File: src/rtl/trb_pkg.sv
// trb_pkg: shared constants and types for the turbo output byte-to-line packer
package trb_pkg;
  localparam int TRB_FRAME_BYTES = 128;
  localparam int TRB_LINE_BYTES = 64;
  typedef enum logic [1:0] {IDLE, FILL, DROP} trb_pack_st_e;
  typedef struct packed {
    logic [511:0] data;
    logic last;
  } trb_line_t;
endpackage

File: src/rtl/trb_line_buf.sv
// trb_line_buf: two-slot line FIFO filled byte-by-byte in place
// Ports: clk, rst_n (async active-low); wr_en/wr_pos/wr_byte write one byte of the
// fill slot; push closes the fill slot with push_last; pop retires head; count/full status.
module trb_line_buf
  import trb_pkg::*;
#(
  parameter int LINE_BYTES = TRB_LINE_BYTES,
  parameter int PW = $clog2(LINE_BYTES)
) (
  input  logic clk,
  input  logic rst_n,
  input  logic wr_en,
  input  logic [PW-1:0] wr_pos,
  input  logic [7:0] wr_byte,
  input  logic push,
  input  logic push_last,
  input  logic pop,
  output trb_line_t head,
  output logic [1:0] count,
  output logic full
);
  trb_line_t slots [2];
  logic wp, rp;
  // Writing byte 0 clears the slot, so a line closed early by eop is zero-padded.
  always_ff @(posedge clk or negedge rst_n)
    if (!rst_n) begin
      slots <= '{default: '0};
      wp <= 1'b0;
      rp <= 1'b0;
      count <= 2'd0;
    end else begin
      if (wr_en && wr_pos == '0) slots[wp].data <= 512'(wr_byte);
      else if (wr_en) slots[wp].data[9'({wr_pos, 3'b000}) +: 8] <= wr_byte;
      if (push) begin
        slots[wp].last <= push_last;
        wp <= ~wp;
      end
      if (pop) rp <= ~rp;
      count <= count + {1'b0, push} - {1'b0, pop};
    end
  assign head = slots[rp];
  assign full = count == 2'd2;
endmodule

File: src/rtl/trb_out_pack.sv
// trb_out_pack: packs 8-bit framed byte stream into tagged cache lines
// Ports: clk, rst_n (async active-low); st_* byte input with ready; line_* output
// stream with last; frame_cnt_out counts accepted last lines; err_sop_out/err_len_out
// sticky framing errors, built only when TRB_PACK_ERR_CHK_EN is defined (else tied 0).
module trb_out_pack
  import trb_pkg::*;
#(
  parameter int FRAME_BYTES = TRB_FRAME_BYTES,
  parameter int LINE_BYTES = TRB_LINE_BYTES,
  parameter int FCNT_W = 16
) (
  input  logic clk,
  input  logic rst_n,
  input  logic [7:0] st_data_in,
  input  logic st_valid_in,
  input  logic st_sop_in,
  input  logic st_eop_in,
  output logic st_ready_out,
  output logic [8*LINE_BYTES-1:0] line_data_out,
  output logic line_valid_out,
  output logic line_last_out,
  input  logic line_ready_in,
  output logic [FCNT_W-1:0] frame_cnt_out,
  output logic err_sop_out,
  output logic err_len_out
);
  localparam int CW = $clog2(FRAME_BYTES) + 1;
  localparam int PW = $clog2(LINE_BYTES);
  trb_pack_st_e st;
  trb_line_t head;
  logic run, full, xfer, take, close, last, full_frame, pop;
  logic [1:0] used;
  logic [CW-1:0] cnt, base, nxt;
  logic [PW-1:0] pos;
  // An IDLE byte with sop is treated as a FILL byte at counter 0.
  always_comb begin
    xfer = st_valid_in && st_ready_out;
    take = xfer && (st == FILL || (st == IDLE && st_sop_in));
    base = st == FILL ? cnt : '0;
    nxt = base + 1'b1;
    pos = PW'(base % LINE_BYTES);
    full_frame = nxt == CW'(FRAME_BYTES);
    last = st_eop_in || full_frame;
    close = take && (pos == PW'(LINE_BYTES - 1) || st_eop_in);
    pop = line_valid_out && line_ready_in;
  end
  always_ff @(posedge clk or negedge rst_n)
    if (!rst_n) begin
      st <= IDLE;
      cnt <= '0;
      run <= 1'b0;
      frame_cnt_out <= '0;
    end else begin
      run <= 1'b1;
      if (pop && head.last) frame_cnt_out <= frame_cnt_out + 1'b1;
      if (take) begin
        st <= st_eop_in ? IDLE : full_frame ? DROP : FILL;
        cnt <= last ? '0 : nxt;
      end else if (xfer && st == DROP && st_eop_in) st <= IDLE;
    end
`ifdef TRB_PACK_ERR_CHK_EN
  always_ff @(posedge clk or negedge rst_n)
    if (!rst_n) begin
      err_sop_out <= 1'b0;
      err_len_out <= 1'b0;
    end else begin
      if (xfer && (st == IDLE ? !st_sop_in : st == FILL && st_sop_in)) err_sop_out <= 1'b1;
      if (take && st_eop_in != full_frame) err_len_out <= 1'b1;
    end
`else
  assign err_sop_out = 1'b0;
  assign err_len_out = 1'b0;
`endif
  trb_line_buf #(.LINE_BYTES(LINE_BYTES)) u_buf (
    .clk(clk),
    .rst_n(rst_n),
    .wr_en(take),
    .wr_pos(pos),
    .wr_byte(st_data_in),
    .push(close),
    .push_last(last),
    .pop(pop),
    .head(head),
    .count(used),
    .full(full)
  );
  assign st_ready_out = run && !full;
  assign line_valid_out = used != 2'd0;
  assign line_data_out = head.data[8*LINE_BYTES-1:0];
  assign line_last_out = head.last;
endmodule

File: config.mk
export PLATFORM = sky130hd
export DESIGN_NAME = trb_out_pack
export DESIGN_NICKNAME = d
export VERILOG_FILES = /design/src/rtl/trb_pkg.sv /design/src/rtl/trb_line_buf.sv /design/src/rtl/trb_out_pack.sv
export SDC_FILE = /design/constraint.sdc
export NUM_CORES = 2
export LEC_CHECK = 0
export CORE_MARGIN = 1
export CORE_UTILIZATION = 45
export CTS_CLUSTER_SIZE = 10
export DETAILED_ROUTE_END_ITERATION = 10
export GPL_TIMING_DRIVEN = 0
export PLACE_DENSITY_LB_ADDON = 0.2
export REMOVE_ABC_BUFFERS = 1
export SYNTH_ARGS = -nofsm -noshare
export SYNTH_HDL_FRONTEND = slang
export SYNTH_SLANG_ARGS = --single-unit
File: constraint.sdc
create_clock -name clk -period 5.5 [get_ports clk]
set_clock_uncertainty 0.2 [all_clocks]
set_input_delay 1.1 -clock clk [delete_from_list [all_inputs] [get_ports clk]]
set_output_delay 1.1 -clock clk [all_outputs]
set_load 0.01 [all_outputs]
==> flow_metrics.env <==
export IMPL_status="finished, final reports clean"
export IMPL_dieArea_um2=107000
export IMPL_arrival_ns=5.77
export IMPL_clkSinkCount=1057
export IMPL_grtUsageMet2=0.497
export IMPL_clk_latency_ns=0.70
export IMPL_yosysUniqueCellTypes=59
export IMPL_drt_iter0_markers=3592
export IMPL_fmax_ghz=0.187
export IMPL_path_clk_slew_ns=0.06
export IMPL_ioPinCount=547
export IMPL_gp_congestion=0.843
export IMPL_hp_class="register to register"
export IMPL_ys_warn_count=0
export IMPL_row_count=118
export IMPL_ant_nets=0
export IMPL_busiest_layer="met2"
export IMPL_layout_setup_ws_ns=0.143
export IMPL_maxSlewViolCount=0
export IMPL_finalHoldViolations=0
export IMPL_routed_wl_um=172000
export IMPL_power_density_nw_per_um2=357
export IMPL_synth_edf_count=0
export IMPL_syn_area_per_cell_um2=10.4
export IMPL_p_comb_frac=0.252
export IMPL_crit_family="simple AND/OR/NAND/NOR gates"
export IMPL_cts_setup_buffers=0
export IMPL_async_flop_share=1.00
export IMPL_grt_pass1_wl_um=251000
export IMPL_cp_common_cell="nand2_1"
export IMPL_internal_power_uw=13900
export IMPL_drive_above_1_share=0.169
export IMPL_fin_area_um2=58200
export IMPL_grt_pass1_vias=36400
export IMPL_cts_inserted_buffers=119
export IMPL_netlist_instances=4551
export IMPL_portBuffers=544
export IMPL_rsz0062_at_grt="no"
export IMPL_slew_headroom=0.0503
export IMPL_gr_usage_met1=0.440
export IMPL_swShare=0.331
export IMPL_clock_root_buffer="clkbuf_16"
export IMPL_max_stage_delay_ns=0.89
export IMPL_fp_dieH_um=327
export IMPL_start_kind="register"
export IMPL_htree_num_levels=3
export IMPL_clkPwrFrac=0.340
export IMPL_synth_top_cell_area_share=0.558
export IMPL_pre_cts_slack_ns=-0.0895
export IMPL_ir_drop_mv=0.277
export IMPL_cp_max_fo=12
export IMPL_synth_area_leaders="dfrtp_1 56%, mux2_2 12%, nand2_1 8.5%"
export IMPL_vias_per_cell=5.88
export IMPL_antenna_found_initial=5
export IMPL_wl_per_cell_um=27.0
export IMPL_ys_flop_type="dfrtp_1"
export IMPL_drc=0
export IMPL_leakagePower_uw=0.0251
export IMPL_dp_cells=6191
export IMPL_grt_max_degree=176
export IMPL_core_um2=104000
export IMPL_cts_hold_buffers=0
export IMPL_postPlaceCellArea_um2=54900
export IMPL_dpl_hpwl_um=112000
export IMPL_final_util=0.560
export IMPL_final_min_clock_period_ns=5.36
export IMPL_initial_utilization=0.456
export IMPL_yosysTopAreaCell="dfrtp_1"
export IMPL_p_sw_uw=6870
export IMPL_post_cts_resized=1
export IMPL_crit_path_end_kind="register"
export IMPL_syn_area_um2=47400
export IMPL_worstMarginPinSlew_ns=1.42
export IMPL_instances_no_fill=6350
export IMPL_pwr_share_seq=0.407
export IMPL_final_nets=4952
export IMPL_fin_crit_sh=0.974
export IMPL_clock_path_buffers=3
export IMPL_maxCapViolCount=0
export IMPL_cp_slowest_cell="nor2b_1"
export IMPL_grt_use_total=0.317
export IMPL_path_cells="nor2b_1 > nand2_1 > ha_1 > xor2_1 > nand4_1 > or2_2 > nor2_1 > nand2_1 > o2bb2ai_1"
export IMPL_routed_via_count=37400
export IMPL_die_width_um=327
export IMPL_synth_seq_area_share=0.558
export IMPL_overflow=0
export IMPL_yosys_register_bits=1057
export IMPL_drt_pass1_iter_count=5
export IMPL_worst_path_buf_inv=0
export IMPL_met3_usage=0.0685
export IMPL_path_class="register to register"
export IMPL_cp_required_ns=5.91
export IMPL_area_growth_pct=22.8
export IMPL_fill_cells=8885
export IMPL_final_setup_viol_count=0
export IMPL_tritoncts="yes"
layout by cell type, fill, tap and decap left out, types with 5 or more instances in the layout:
cell / instances
a21oi_1: 16
a22o_1: 178
a31o_2: 21
a31oi_1: 17
a32o_1: 14
and3_1: 13
buf_12: 14
buf_16: 38
buf_4: 12
buf_8: 8
clkbuf_1: 24
clkbuf_16: 120
clkbuf_8: 7
clkdlybuf4s50_1: 535
dfrtp_1: 1055
ha_1: 5
inv_1: 23
mux2_2: 516
nand2_1: 1064
nand2_2: 11
nand3_1: 99
nand4_1: 12
nor2_1: 96
nor2_2: 12
nor3_1: 35
nor3_2: 42
nor4_1: 6
o21a_1: 5
o21ai_0: 607
o21ai_1: 20
o2bb2ai_1: 212
o31ai_1: 7
or2_2: 5
or3_1: 13
xnor2_1: 23
xor2_1: 5
cells in the mapped netlist, types with 15 or more instances:
| master | number |
|---|---|
| nand2_1 | 1077 |
| buf_2 | 48 |
| o21ai_0 | 608 |
| clkbuf_1 | 285 |
| nor2_1 | 111 |
| mux2_2 | 516 |
| o21ai_1 | 21 |
| xnor2_1 | 23 |
| a22o_1 | 178 |
| o2bb2ai_1 | 212 |
| inv_1 | 23 |
| buf_1 | 15 |
| nor3_1 | 58 |
| nor3_2 | 20 |
| dfrtp_1 | 1057 |
| a31o_2 | 21 |
| nand3_1 | 101 |
| a21oi_1 | 16 |
| a31oi_1 | 17 |
layout make-up:
class,count,area (µm²),area share
multi-input combinational,3117,19800,0.340
antenna,1,2.50,0.0000430
inverter,27,101,0.00174
clock inverter,6,52.6,0.000902
clock buffer,151,3190,0.0548
tap,1380,1730,0.0296
timing repair buffer,611,6930,0.119
sequential,1057,26500,0.454
layer usage:
metal / part of all wire / wire (µm) / vias to the layer above
met5: 0.000076 / 13 / -
met4: 0.032 / 5500 / 2
met3: 0.077 / 13200 / 247
met2: 0.47 / 79900 / 1403
met1: 0.43 / 73000 / 19100
li1: - / - / 16600
worst min-delay path: stages, from the launching register on:
cell and delay (ns):
dfrtp_1 0.33, nand2_1 0.04, o21ai_0 0.06
cells by family after synthesis:
group,after synthesis,share of synthesized area
buf+inv,378,0.0314
flops,1057,0.558
fa+ha+maj,5,0.00132
compound gates,1117,0.155
mux,520,0.123
simple gates,1444,0.126
other cells,2,0.000158
xor+xnor,28,0.00517
power groups by stage:
| stage | registers, µW | logic (µW) | clock network, µW |
|---|---|---|---|
| 2_1_floorplan | 8690 | 2190 | 0 |
| 3_3_place_gp | 8850 | 3810 | 0 |
| 3_5_place_dp | 8580 | 5190 | 0 |
| 4_1_cts | 8440 | 5210 | 7160 |
| 5_1_grt | 8500 | 5480 | 7470 |
| 6_report | 8460 | 5250 | 7070 |
worst paths after layout:
path                                start  cells after the start               end  slack, ns
min in group asynchronous           rst_n                      2  u_buf.slots[439]       0.33
max in group asynchronous           rst_n                      5  u_buf.slots[587]       2.07
hold reg to reg            u_buf.slots[3]                      2    u_buf.slots[3]       0.27
setup reg to reg                    st[0]                      9   u_buf.slots[43]       0.14
setup / recovery                    st[0]                      9   u_buf.slots[43]       0.14
hold / removal             u_buf.slots[3]                      2    u_buf.slots[3]       0.27
flip-flops by register name (all words and copies together) (netlist names):
signal / cells
cnt: 8
frame_cnt_out: 16
run: 1
st: 2
u_buf.count: 2
u_buf.rp: 1
u_buf.slots: 1026
u_buf.wp: 1
stage by stage:
stage / hold WS (ns) / setup TNS (ns) / total power [µW]
after floorplan: 0.243 / -5542.91 / 10900
after global placement: 0.256 / - / 12700
after detailed placement: 0.264 / -0.627 / 13800
after CTS: 0.277 / 0 / 20800
after global routing: 0.289 / 0 / 21400
final: 0.271 / 0 / 20800
Power figures use the tool's default switching activity.
